===== config.mk =====
export PLATFORM = sky130hd
export DESIGN_NAME = alu_exec_unit
export DESIGN_NICKNAME = d
export VERILOG_FILES = /design/src/rtl/alu_exec_unit.sv
export SDC_FILE = /design/constraint.sdc
export NUM_CORES = 1
export LEC_CHECK = 0
export ABC_AREA = 1
export BUFFER_PORTS_ARGS = -buffer_cell sky130_fd_sc_hd__buf_2
export CAP_MARGIN = 10
export CORE_MARGIN = 1
export CORE_UTILIZATION = 35
export DETAILED_ROUTE_END_ITERATION = 8
export SYNTH_ARGS = -nofsm -noshare
export SYNTH_HDL_FRONTEND = slang
export SYNTH_SLANG_ARGS = --single-unit

===== constraint.sdc =====
create_clock -name clk -period 2.4 [get_ports clk]
set_input_delay 0.24 -clock clk [delete_from_list [all_inputs] [get_ports clk]]
set_output_delay 0.24 -clock clk [all_outputs]
set_load 0.01 [all_outputs]

===== src/rtl/alu_exec_unit.sv =====
// Execute-stage ALU: single-cycle logic/arith ops, bit-serial shifts, valid/ready on both sides.
// Results are registered and held in DONE until downstream accepts them.
module alu_exec_unit #(
    parameter int WIDTH   = 32,
    parameter int SHAMT_W = 5
) (
    input  logic               clk,
    input  logic               rst_n,
    input  logic               in_valid,
    output logic               in_ready,
    input  logic [3:0]         aluop_in,
    input  logic [WIDTH-1:0]   op_a,
    input  logic [WIDTH-1:0]   op_b,
    output logic               out_valid,
    input  logic               out_ready,
    output logic [WIDTH-1:0]   result,
    output logic               zero,
    output logic               illegal
);

    localparam logic [3:0] OP_AND = 4'b0000;
    localparam logic [3:0] OP_OR  = 4'b0001;
    localparam logic [3:0] OP_ADD = 4'b0010;
    localparam logic [3:0] OP_SUB = 4'b0110;
    localparam logic [3:0] OP_SLT = 4'b0111;
    localparam logic [3:0] OP_NOR = 4'b1100;
    localparam logic [3:0] OP_SLL = 4'b1000;
    localparam logic [3:0] OP_SRL = 4'b1001;
    localparam logic [3:0] OP_SRA = 4'b1010;

    typedef enum logic [1:0] {
        S_IDLE  = 2'd0,
        S_SHIFT = 2'd1,
        S_DONE  = 2'd2
    } state_t;

    state_t               state_q, state_d;
    logic [3:0]           op_q, op_d;
    logic [WIDTH-1:0]     work_q, work_d;
    logic [SHAMT_W-1:0]   cnt_q, cnt_d;
    logic [WIDTH-1:0]     result_q, result_d;
    logic                 zero_q, zero_d;
    logic                 illegal_q, illegal_d;

    logic                 load;
    logic [WIDTH-1:0]     res_val;
    logic [SHAMT_W-1:0]   shamt;

    function automatic logic [WIDTH-1:0] shift1(input logic [3:0] op, input logic [WIDTH-1:0] val);
        case (op)
            OP_SLL:  shift1 = {val[WIDTH-2:0], 1'b0};
            OP_SRL:  shift1 = {1'b0, val[WIDTH-1:1]};
            default: shift1 = {val[WIDTH-1], val[WIDTH-1:1]};
        endcase
    endfunction

    assign in_ready  = rst_n & (state_q == S_IDLE);
    assign out_valid = (state_q == S_DONE);
    assign result    = result_q;
    assign zero      = zero_q;
    assign illegal   = illegal_q;
    assign shamt     = op_b[SHAMT_W-1:0];

    always_comb begin
        state_d   = state_q;
        op_d      = op_q;
        work_d    = work_q;
        cnt_d     = cnt_q;
        illegal_d = illegal_q;
        load      = 1'b0;
        res_val   = '0;

        case (state_q)
            S_IDLE: begin
                if (in_valid && in_ready) begin
                    op_d      = aluop_in;
                    illegal_d = 1'b0;
                    state_d   = S_DONE;
                    load      = 1'b1;
                    case (aluop_in)
                        OP_AND: res_val = op_a & op_b;
                        OP_OR:  res_val = op_a | op_b;
                        OP_ADD: res_val = op_a + op_b;
                        OP_SUB: res_val = op_a - op_b;
                        OP_SLT: res_val = {{(WIDTH-1){1'b0}}, ($signed(op_a) < $signed(op_b))};
                        OP_NOR: res_val = ~(op_a | op_b);
                        OP_SLL, OP_SRL, OP_SRA: begin
                            // First shift happens on the accept edge so latency equals shamt.
                            if (shamt == '0) begin
                                res_val = op_a;
                            end else if (shamt == SHAMT_W'(1)) begin
                                res_val = shift1(aluop_in, op_a);
                            end else begin
                                load    = 1'b0;
                                work_d  = shift1(aluop_in, op_a);
                                cnt_d   = shamt - SHAMT_W'(1);
                                state_d = S_SHIFT;
                            end
                        end
                        default: begin
                            res_val   = '0;
                            illegal_d = 1'b1;
                        end
                    endcase
                end
            end
            S_SHIFT: begin
                if (cnt_q == SHAMT_W'(1)) begin
                    load    = 1'b1;
                    res_val = shift1(op_q, work_q);
                    cnt_d   = '0;
                    state_d = S_DONE;
                end else begin
                    work_d = shift1(op_q, work_q);
                    cnt_d  = cnt_q - SHAMT_W'(1);
                end
            end
            S_DONE: begin
                if (out_ready) begin
                    state_d = S_IDLE;
                end
            end
            default: state_d = S_IDLE;
        endcase

        result_d = load ? res_val : result_q;
        zero_d   = load ? (res_val == '0) : zero_q;
    end

    always_ff @(posedge clk or negedge rst_n) begin
        if (!rst_n) begin
            state_q   <= S_IDLE;
            op_q      <= '0;
            work_q    <= '0;
            cnt_q     <= '0;
            result_q  <= '0;
            zero_q    <= 1'b0;
            illegal_q <= 1'b0;
        end else begin
            state_q   <= state_d;
            op_q      <= op_d;
            work_q    <= work_d;
            cnt_q     <= cnt_d;
            result_q  <= result_d;
            zero_q    <= zero_d;
            illegal_q <= illegal_d;
        end
    end

endmodule

==> key figures, run 1 <==
Status
  – Status: completed

Worst setup path
  – CP Capture Type: flip-flop
  – Setup crit start kind: input pin
  – Worst Path Arrival: roughly 2600 ps
  – CP Class: input pin to flip-flop
  – CP max-delay cell: ha_2
  – CP Depth: 19
  – Slowest cell delay on critical path: 220 ps
  – Critical-path cell list: buf_6, buf_4, inv_1, ha_2, nand3_4, buf_12, o21ai_0, inv_1, a21oi_1, nand3_2, nand2_2, nand2_1, nor2_1, nand3_2, nor2_4, nand3_2, nor2_2, nand2_1, nand2_1
  – Buf+Inv Stages, Crit Path: 5
  – Family with the most delay on the worst path: simple AND/OR/NAND/NOR gates
  – CP Max Fanout: 15
  – Worst R2R Path Depth: 18
  – Critical Path RT: between 2000 and 3000 ps

Routing
  – Drt first pass iters: 5
  – DRC: 0
  – Total Wirelength: 53830 µm
  – Via density: 4.991
  – Drt wl/cell: 17.26 µm
  – Initial detailed-routing violation count: 1046
  – Antenna Nets Post-Route: 0
  – Vias: 15560

Clocking
  – Clk sinks: 77
  – Clk slew on worst S/H paths: roughly 60 ps
  – CTS root buf: clkbuf_16
  – Clock network latency to the later pin of the worst-skew pair: between 300 and 400 ps
  – TritonCTS Buffers: 9
  – CTS tree: done
  – Htree depth: 3
  – Clk buf depth: 2

Layout
  – Post-Layout Cell Count: 3118
  – Share of cells above drive strength 1: 36.14%
  – Commonest non-fill, non-tap cell in the layout: nand2_1
  – Ant diodes: 0
  – Highest-count cells in the layout ignoring fill and taps: nand2_1 (682), buf_4 (473), inv_1 (322), nand3_1 (165), o21ai_0 (108)
  – Final nets: approximately 2800
  – Synth-to-Final Area Change: 52.50%

Hold path
  – Hold Path Class: input pin to flip-flop
  – Cells on Worst Hold Path: 2

Power and ir drop
  – Sequential share of power: 25.3%
  – Sw frac: 44.47%
  – P_sw: 3.980 mW
  – Internal power: 4.970 mW
  – Comb pwr share: around 58%
  – Clock share of power: 16.3%
  – Leak: 10.12 nW
  – Worst vdd ir: 0.0006302 V
  – Power Density: 495.1 nW/µm²

Die
  – Boundary Pins: 108
  – Initial core utilization: 35.44%
  – Floorplan row count: 67
  – DIE HEIGHT: 186.0 µm
  – Total Die Area: between 30000 and 40000 µm²
  – Core area: 33450 µm²
  – Die width: approximately 190 µm

STA
  – Fmax: around 0.42 GHz
  – Slew headroom: 52.59%
  – Final cycle utilization of the critical path: 98.53%
  – Final number of setup-violating endpoints: 0
  – Clock Skew: 6.575 ps
  – Final hold viol count: 0
  – Least-Margin Pin Slew: ~710 ps
  – Hold_ws: 79.95 ps
  – Clock period minus worst slack: 2365 ps
  – Slew Limit Fails: 0

Global route
  – Initial antenna violation count: 0
  – First-pass GRT wire length: roughly 80000 µm
  – Gr ovfl total: 0
  – Total GRT Usage: 30.72%
  – Largest net degree at the start of global routing: 66
  – Vias in the first global route: 14840

Logic synthesis
  – Post-synth ARST share: between 90% and 100%
  – Post-Syn Area per Cell: 5.532 µm²
  – Post-Syn Area: ~12000 µm²
  – Register area share after synthesis: between 15 and 20%
  – Synth Instances: 2143
  – Syn Nets: around 2300
  – Number of synthesized flops with an enable pin: 0
  – Primary FF master, synth: dfrtp_1
  – Yosys warns: 0
  – Distinct cells, synth: 47
  – Post-synthesis register bit count: 77

Placement
  – IO buf count: approximately 110
  – Cell count after placement: 3083
  – Post-DP HPWL: 44430 µm
  – Final weighted congestion in routability-driven placement: 0.9929

Job
  – Max-cap viol count: 0
==> state kept, by name (all words and copies together), names as in the netlist <==
name and cells:
cnt_q 5, op_q 4, zero 1, result 32
work_q 32, illegal 1, state_q 2
==> per-layer routing <==
metal | global-route usage, % | vias to the layer above | share of wire [%]
li1 | - | 7803 | -
met4 | 17.11 | 0 | 5.6
met5 | 0 | - | 0
met3 | 2.915 | 114 | 4.6
met1 | 38.41 | 7159 | 43
met2 | 51.63 | 485 | 47
==> final timing paths <==
check / start / endpoint / slack [ps]
max reg2reg: cnt_q[1] / zero / 170
min: out_ready / state_q[1] / 80
max in group asynchronous: rst_n / cnt_q[3] / 890
min reg2reg: result[11] / result[11] / 470
max: op_b[0] / zero / 40
min in group asynchronous: rst_n / work_q[29] / 510
==> worst reg2reg max path: stages (launching register included) <==
cell and delay, ps:
dfrtp_1 360, inv_1 110, ha_1 170, nand2_1 80
nor2_2 120, nand2_2 110, inv_2 100, a21oi_2 40
nor2_1 100, nand2_1 50, nor2_1 90, nand2_1 70
nor2_2 150, nand3_2 130, nor2_4 160, nand3_2 70
nor2_2 120, nand2_1 70, nand2_1 70
==> through the flow <==
step / total power [mW] / utilization (%) / setup TNS (ps) / setup WS (ps) / cell area [µm²]
2_1_floorplan: 4.901 / - / 0 / 204.9 / 11860
3_3_place_gp: 6.945 / 48.49 / -6414 / -646.6 / 16220
3_5_place_dp: 7.003 / 48.49 / -8100 / -680.7 / 16220
4_1_cts: 8.605 / 50.69 / 0 / 0.4152 / 16960
5_1_grt: 9.696 / 54.05 / -75.39 / -75.39 / 18080
6_report: 8.950 / 54.05 / 0 / 35.23 / 18080
==> synth_stat cells (2+ instances only) <==
| cell | number | area, µm² |
|---|---|---|
| nand3_1 | 222 | 1111 |
| a21oi_1 | 69 | 345.3 |
| nor3_2 | 2 | 20.02 |
| and3_1 | 3 | 18.77 |
| clkbuf_2 | 3 | 15.01 |
| nand3b_1 | 2 | 15.01 |
| o21ai_0 | 113 | 565.5 |
| nand4_1 | 22 | 137.6 |
| a21oi_2 | 4 | 35.03 |
| ha_1 | 101 | 1264 |
| o21a_1 | 5 | 37.54 |
| nand2_2 | 2 | 12.51 |
| clkinv_1 | 2 | 7.510 |
| o22ai_1 | 3 | 18.77 |
| o21bai_1 | 4 | 30.03 |
| nand2_1 | 766 | 2875 |
| o221ai_1 | 18 | 157.7 |
| nand3_2 | 2 | 20.02 |
| dfrtp_1 | 77 | 1927 |
| xnor2_1 | 2 | 17.52 |
| and2_1 | 4 | 25.02 |
| buf_4 | 5 | 37.54 |
| a31oi_1 | 24 | 150.1 |
| or2_2 | 3 | 18.77 |
| nor2_2 | 6 | 37.54 |
| o21ai_1 | 15 | 75.07 |
| xor2_1 | 2 | 17.52 |
| inv_2 | 2 | 7.510 |
| o21ai_2 | 10 | 87.58 |
| o211ai_1 | 23 | 172.7 |
| inv_1 | 367 | 1378 |
| nand2_4 | 2 | 22.52 |
| nor2_4 | 2 | 22.52 |
| fa_1 | 2 | 40.04 |
| nor4_1 | 2 | 12.51 |
| buf_6 | 8 | 90.09 |
| buf_2 | 45 | 225.2 |
| nor3_1 | 8 | 40.04 |
| nor2_1 | 160 | 600.6 |
| clkbuf_1 | 24 | 90.09 |
==> layout make-up <==
class                           count  area, µm²
Timing Repair Buffer              598       4438
Multi-Input combinational cell   1608       9443
Clock inverter                      7      90.09
Clock buffer                        9      225.2
Sequential cell                    77       1927
Fill cell                        3466      15370
Tap cell                          448      560.5
Inverter                          371       1395
==> power groups by stage <==
stage	Clock [mW]	Combinational (mW)	Sequential, mW
floorplan	0	2.59	2.31
global placement	0	4.69	2.26
detailed placement	0	4.73	2.27
CTS	1.48	4.86	2.26
global route	1.54	5.83	2.33
finish	1.46	5.22	2.26
==> cell families (layout without fill, tap and decap cells) <==
family | count (synthesis) | in the layout | share of synthesized area, %
and+or+nand+nor | 1210 | 1210 | 42.30
xor gates and xnor gates | 4 | 4 | 0.2956
DFF | 77 | 77 | 16.25
AOI/OAI and AO/OA | 291 | 291 | 14.40
buffers and inverters | 458 | 985 | 15.76
adders and majority gates | 103 | 103 | 11.00
==> repair_timing <==
action,4_1_cts,5_1_grt
hold buffers,1,0
pin swaps,13,90
buffers inserted,1,17
endpoints found under the setup margin,4,4
hold endpoints to repair,22,0
resized for setup,105,287
(Power assumes the default switching activity.)
==> inputs of run 2 (changes only) <==
GPL_TIMING_DRIVEN = 0   (was unset)
==> key figures, run 2 (synthesized netlist as in run 1, its figures left out) <==
Global route
  – Vias in the first global route: 13750 (-7.4%)
  – GR Util met1: 40.96% (+2.5 points)
  – M3 GR Usage: 2.915% (unchanged)
  – GRT Max-Usage Layer: met2
  – M2 GR Usage: 48.99% (-2.6 points)
  – Largest net degree at the start of global routing: 66 (unchanged)
  – Initial antenna violation count: 0 (unchanged)
  – Total GRT Usage: 30.31% (-0.41 points)
  – Gr ovfl total: 0 (unchanged)
  – First-pass GRT wire length: 78080 µm (-2.7%)

Power and ir drop
  – Internal power: 4.324 mW (-13%)
  – Sw frac: 47.88% (+3.4 points)
  – Leak: 8.232 nW (-19%)
  – Clock share of power: 16.4% (about the same)
  – Overall power: 8.297 mW (-7.3%)
  – Sequential share of power: 27.4% (+2.1 points)
  – Worst vdd ir: 0.0005542 V (-12%)
  – P_sw: 3.972 mW (-0.19%)
  – Power Density: 566.4 nW/µm² (+14%)
  – Comb pwr share: 56.2% (-2.2 points)

STA
  – Least-Margin Pin Slew: 781.0 ps (+69.80 ps)
  – Slew headroom: 47.93% (-4.7 points)
  – Unrepaired setup endpoints after global routing: true
  – Clock period minus worst slack: 2496 ps (+131.4 ps)
  – Setup_tns: -96.21 ps (-96.21 ps)
  – Final hold viol count: 0 (unchanged)
  – Clock Skew: 4.369 ps (-2.206 ps)
  – Slew Limit Fails: 0 (unchanged)
  – Fmax: 0.4006 GHz (-5.3%)
  – Final number of setup-violating endpoints: 1 (+1)
  – Hold_ws: 30.88 ps (-49.08 ps)
  – Worst setup margin: -96.21 ps (-131.4 ps)
  – Final cycle utilization of the critical path: 104.0% (+5.5 points)

Die
  – Floorplan row count: 67 (unchanged)
  – Initial core utilization: 35.44% (unchanged)
  – DIE HEIGHT: 186.0 µm (unchanged)
  – Die width: 186.0 µm (unchanged)
  – Boundary Pins: 108 (unchanged)
  – Total Die Area: 34610 µm² (unchanged)
  – Core area: 33450 µm² (unchanged)

Worst setup path
  – Buf+Inv Stages, Crit Path: 4 (-1)
  – Worst Path Arrival: 2770 ps (+130 ps)
  – CP Max Fanout: 9 (-6)
  – Worst R2R Setup Slack: -40 ps (-210 ps)
  – Setup crit start kind: input pin
  – Worst R2R Path Depth: 18 (unchanged)
  – CP Class: input pin to flip-flop
  – Family with the most delay on the worst path: simple AND/OR/NAND/NOR gates
  – CP max-delay cell: ha_1
  – Most common cell on crit path: nand2_1
  – Reg2reg start: cnt_q[1]
  – Reg2reg end: zero
  – Critical Path RT: 2680 ps (about the same)
  – Critical-path cell list: buf_2, inv_1, ha_1, buf_4, nand2_1, inv_1, a21oi_1, nand2_2, a21oi_2, nand3_1, nand3_1, nand3_2, nand2_1, nand2_1, nor2_2, nand3_1, nor2_1, nand2_1, nand2_1
  – CP Capture Type: flip-flop
  – Slowest cell delay on critical path: 290 ps (+70 ps)

Clocking
  – CTS root buf: clkbuf_16
  – Htree depth: 3 (unchanged)
  – Clk slew on worst S/H paths: 60 ps (about the same)
  – TritonCTS Buffers: 9 (unchanged)
  – Clk buf depth: 2 (unchanged)
  – Clock network latency to the later pin of the worst-skew pair: 340 ps (about the same)
  – CTS tree: done
  – Clk sinks: 77 (unchanged)

Placement
  – IO buf count: 106 (-0.93%)
  – Final weighted congestion in routability-driven placement: 1.001 (+0.79%)
  – Placed instance area: 12980 µm² (-20%)
  – Cell count after placement: 2698 (-12%)
  – Place WS: -1029 ps (-348.7 ps)
  – Post-DP HPWL: 43220 µm (-2.7%)

Layout
  – Synth-to-Final Area Change: 23.56%
  – Commonest non-fill, non-tap cell in the layout: nand2_1
  – Post-Layout Cell Count: 2746 (-12%)
  – Seq. cell area: 1927 µm² (unchanged)
  – Design Area, Final: 14650 µm² (-19%)
  – Final nets: 2468 (-13%)
  – Highest-count cells in the layout ignoring fill and taps: nand2_1 (691), inv_1 (341), nand3_1 (182), buf_2 (112), nor2_1 (110)
  – Ant diodes: 0 (unchanged)
  – Filler Cell Count: 3768 (+8.7%)
  – Share of cells above drive strength 1: 21.41% (-15 points)
  – Final core occ: 43.79% (-10 points)
  – Area of the multi-input gates: 9010 µm² (-4.6%)

Routing
  – Antenna Nets Post-Route: 0 (unchanged)
  – Drt wl/cell: 19.11 µm (+11%)
  – Via density: 5.260 (+5.4%)
  – DRC: 0 (unchanged)
  – Drt first pass iters: 6 (+1)
  – Vias: 14440 (-7.2%)
  – Initial detailed-routing violation count: 1252 (+20%)
  – Total Wirelength: 52470 µm (-2.5%)

Hold path
  – Hold Path Class: input pin to asynchronous set/reset pin

Status
  – Failing checks: setup timing
  – Status: finished with violations

Job
  – Max-cap viol count: 0 (unchanged)
==> run 2: per-layer routing <==
metal | part of all wire, % | up-vias
li1 | - | 7058
met1 | 45 | 6677
met2 | 45 | 618
met4 | 4.4 | 0
met3 | 6.5 | 90
met5 | 0 | -
==> run 2: power groups by stage <==
| stage | combinational, mW | clock [mW] | sequential, mW |
|---|---|---|---|
| floorplan | 2.59 | 0 | 2.31 |
| global placement | 4.10 | 0 | 2.26 |
| detailed placement | 4.15 | 0 | 2.27 |
| CTS | 4.49 | 1.38 | 2.26 |
| global route | 5.19 | 1.42 | 2.34 |
| finish | 4.66 | 1.36 | 2.27 |
==> run 2: how the worst max path moves through the flow <==
stage	slack (ps)	end	from	cells past startpoint
after CTS	2	zero	op_a[2]	24
after global placement	-1660	illegal	rst_n	8
final	-100	zero	op_a[20]	19
after floorplan	200	zero	op_a[0]	22
after detailed placement	-1030	zero	op_b[0]	21
after global routing	-230	zero	op_a[24]	21
==> run 2: area by class of cell <==
class / count / area share, %
clock buffer: 15 / 1.760
buffer: 86 / 4.160
inverter: 371 / 9.516
tap: 448 / 3.827
timing repair buffer: 140 / 5.868
sequential: 77 / 13.15
clock inverter: 1 / 0.2050
multi-input combinational: 1608 / 61.51
==> run 2: tightest hold or removal path, stage by stage <==
cell and delay [ps]:
buf_4 110, buf_16 130, buf_16 280
==> run 2: repair_timing <==
item	in CTS	in global routing
resized for setup	275	81
hold buffers	2	0
pin swaps	53	17
hold endpoints to repair	12	0
endpoints found under the setup margin	23	66
buffers inserted	25	4
cloned	0	2
==> inputs of run 3 (changes only) <==
ABC_AREA = unset   (was 1)
clock period = 2.1 ns   (was 2.4 ns; I/O delays follow)
==> key figures, run 3 <==
Worst setup path
  – CP Class: input pin to flip-flop
  – Critical Path RT: 2370 ps (-310 ps)
  – CP Depth: 15 (-4)
  – Critical-path cell list: buf_8, clkinvlp_4, buf_6, fa_2, and2b_2, o2111ai_4, a211oi_2, nor4_2, nor4_4, o221ai_2, a2111oi_4, nand4_1, nor4_4, and3_4, a32o_1
  – CP Capture Type: flip-flop
  – CP max-delay cell: nor4_4
  – Worst R2R Path Depth: 11 (-7)
  – Most common cell on crit path: nor4_4
  – Slowest cell delay on critical path: 420 ps (+130 ps)
  – Family with the most delay on the worst path: simple AND/OR/NAND/NOR gates
  – Setup crit start kind: input pin
  – Buf+Inv Stages, Crit Path: 3 (-1)
  – CP Max Fanout: 5 (-4)
  – Worst Path Arrival: 3580 ps (+810 ps)

Power and ir drop
  – P_sw: 4.941 mW (+24%)
  – Power Density: 711.1 nW/µm² (+26%)
  – Leak: 6.452 nW (-22%)
  – Clock share of power: 13.9% (-2.5 points)
  – Worst vdd ir: 0.0005297 V (-4.4%)
  – Sequential share of power: 26.0% (-1.4 points)
  – Comb pwr share: 60.2% (+4.0 points)
  – Internal power: 6.093 mW (+41%)
  – Sw frac: 44.78% (-3.1 points)

STA
  – Slew headroom: 42.01% (-5.9 points)
  – Final cycle utilization of the critical path: 157.5%
  – Final number of setup-violating endpoints: 46 (+45)
  – Unrepaired setup endpoints after global routing: true
  – Final hold viol count: 0 (unchanged)
  – Least-Margin Pin Slew: 869.8 ps (+88.82 ps)
  – Fmax: 0.3024 GHz
  – Slew Limit Fails: 0 (unchanged)
  – Clock Skew: 9.222 ps (+4.853 ps)
  – Worst setup margin: -1207 ps (-1110 ps)
  – Clock period minus worst slack: 3307 ps

Global route
  – First-pass GRT wire length: 77020 µm (-1.4%)
  – Initial antenna violation count: 1 (+1)
  – Gr ovfl total: 0 (unchanged)
  – Largest net degree at the start of global routing: 36 (-45%)
  – Total GRT Usage: 33.16% (+2.8 points)
  – Vias in the first global route: 12320 (-10%)

Status
  – Status: finished with violations
  – Failing checks: setup timing

Clocking
  – Clock network latency to the later pin of the worst-skew pair: 340 ps (about the same)
  – TritonCTS Buffers: 9 (unchanged)
  – Clk sinks: 77 (unchanged)
  – CTS root buf: clkbuf_16
  – CTS tree: done
  – Clk slew on worst S/H paths: 60 ps (about the same)
  – Htree depth: 3 (unchanged)
  – Clk buf depth: 2 (unchanged)

Routing
  – Initial detailed-routing violation count: 1849 (+48%)
  – Via density: 6.534 (+24%)
  – Total Wirelength: 53340 µm (+1.7%)
  – Vias: 13200 (-8.6%)
  – DRC: 0 (unchanged)
  – Drt first pass iters: 6 (unchanged)
  – Drt wl/cell: 26.41 µm (+38%)
  – Antenna Nets Post-Route: 0 (unchanged)

Logic synthesis
  – Distinct cells, synth: 93 (+98%)
  – Post-synth ARST share: 100.0% (unchanged)
  – Syn Nets: 1568 (-32%)
  – Yosys warns: 0 (unchanged)
  – Count leader, synth: nand2_1
  – Top cells by area, synth: dfrtp_1 (18%), ha_1 (12%), mux2i_1 (6.4%), nand2_1 (4.8%), a21oi_1 (4.2%)
  – Post-synth top area share: 18.15% (-6.1 points)
  – Post-Syn Area per Cell: 7.620 µm² (+38%)
  – Post-synthesis register bit count: 77 (unchanged)
  – Register area share after synthesis: 18.15% (+1.9 points)
  – Number of synthesized flops with an enable pin: 0 (unchanged)
  – Most frequent cells after synthesis: nand2_1 (135), nor2_1 (118), ha_1 (101), inv_1 (97), a21oi_1 (90)
  – Primary FF master, synth: dfrtp_1
  – Area leader, netlist: dfrtp_1
  – Synth Instances: 1393 (-35%)
  – Post-Syn Area: 10620 µm² (-10%)

Layout
  – Highest-count cells in the layout ignoring fill and taps: nand2_1 (118), buf_4 (101), nor2_1 (99), buf_2 (98), ha_1 (78)
  – Synth-to-Final Area Change: 46.18%
  – Design Area, Final: 15520 µm² (+5.9%)
  – Final core occ: 52.22% (+8.4 points)
  – Commonest non-fill, non-tap cell in the layout: nand2_1
  – Share of cells above drive strength 1: 38.98% (+18 points)
  – Final nets: 1801 (-27%)

Placement
  – IO buf count: 106 (unchanged)
  – Placed instance area: 12160 µm² (-6.3%)
  – Final weighted congestion in routability-driven placement: 1.052 (+5.2%)
  – Place WS: -2510 ps (-1480 ps)
  – Post-DP HPWL: 39830 µm (-7.8%)

Die
  – Core area: 29720 µm² (-11%)
  – DIE HEIGHT: 176.2 µm (-5.3%)
  – Boundary Pins: 108 (unchanged)
  – Floorplan row count: 63 (-6.0%)
  – Die width: 176.2 µm (-5.3%)
  – Initial core utilization: 35.72% (+0.28 points)
  – Total Die Area: 31030 µm² (-10%)

Hold path
  – Hold Path Class: input pin to asynchronous set/reset pin

Job
  – Max-cap viol count: 0 (unchanged)
run 3: cell count changes in the layout (fill, tap and decap cells not counted), sizes merged, moves of 49 or more:
cell	change
inv	-270
nand2	-635
mux2i	+68
o22ai	+50
nor2	-49
nand3	-203
buf	+74
run 3: repair_timing:
| item | CTS | global route |
|---|---|---|
| endpoints found under the hold margin | 42 | 0 |
| hold buffers | 3 | 0 |
| resized for setup | 345 | 144 |
| cloned | 4 | 3 |
| setup buffers | 82 | 36 |
| endpoints found under the setup margin | 72 | 69 |
| pin swaps | 96 | 49 |
run 3: final timing paths:
kind                             from          to  slack [ps]
min in group clk            out_ready  state_q[1]          80
hold reg to reg            result[11]  result[11]         460
setup reg to reg              op_q[1]        zero       -1100
setup / recovery              op_b[1]        zero       -1210
hold / removal                  rst_n  state_q[0]           4
max in group asynchronous       rst_n  result[31]        1330
run 3: cell type report:
| cell class | instances | area, µm² |
|---|---|---|
| repair buffers | 228 | 1834 |
| plain buffers | 85 | 783.3 |
| fillers | 2748 | 14200 |
| well taps | 390 | 488.0 |
| clock inverters | 2 | 35.03 |
| inverters | 103 | 421.7 |
| clock buffers | 12 | 246.5 |
| multi-input cells | 1122 | 9777 |
| flip-flops and latches | 77 | 1929 |
| diodes | 1 | 2.502 |
run 3: cell families after synthesis:
kind of cell,synth area share [%]
AOI/OAI and AO/OA,32.61
and+or+nand+nor,18.99
buffers and inverters,7.732
adders and majority gates,12.28
muxes,8.746
DFF,18.15
xor gates and xnor gates,1.485
run 3: power by group through the flow:
stage / combinational (mW) / clock, mW / sequential [mW]
after global placement: 4.61 / 0 / 2.65
after global routing: 6.98 / 1.58 / 2.93
after CTS: 5.80 / 1.53 / 2.71
after floorplan: 3.01 / 0 / 2.66
after detailed placement: 4.66 / 0 / 2.66
final: 6.64 / 1.53 / 2.86
run 3: per-stage QoR:
step                TNS [ps]  hold WS (ps)  power (mW)  std cells
detailed placement    -69050         54.19       7.314       1890
global route          -16680         22.00       11.49       2019
floorplan              -5486        -85.59       5.665       1393
CTS                   -17500         13.38       10.05       1985
finish                -14440         4.186       11.03       2020
global placement     -129710         403.2       7.261       1889
run 3: per-layer routing:
layer / share of wire, % / vias up / global-route usage, %
met5: 0 / - / 0
met4: 4.8 / 0 / 15.36
met3: 10 / 198 / 6.804
met2: 44 / 918 / 50.41
met1: 41 / 6431 / 44.77
li1: - / 5652 / -
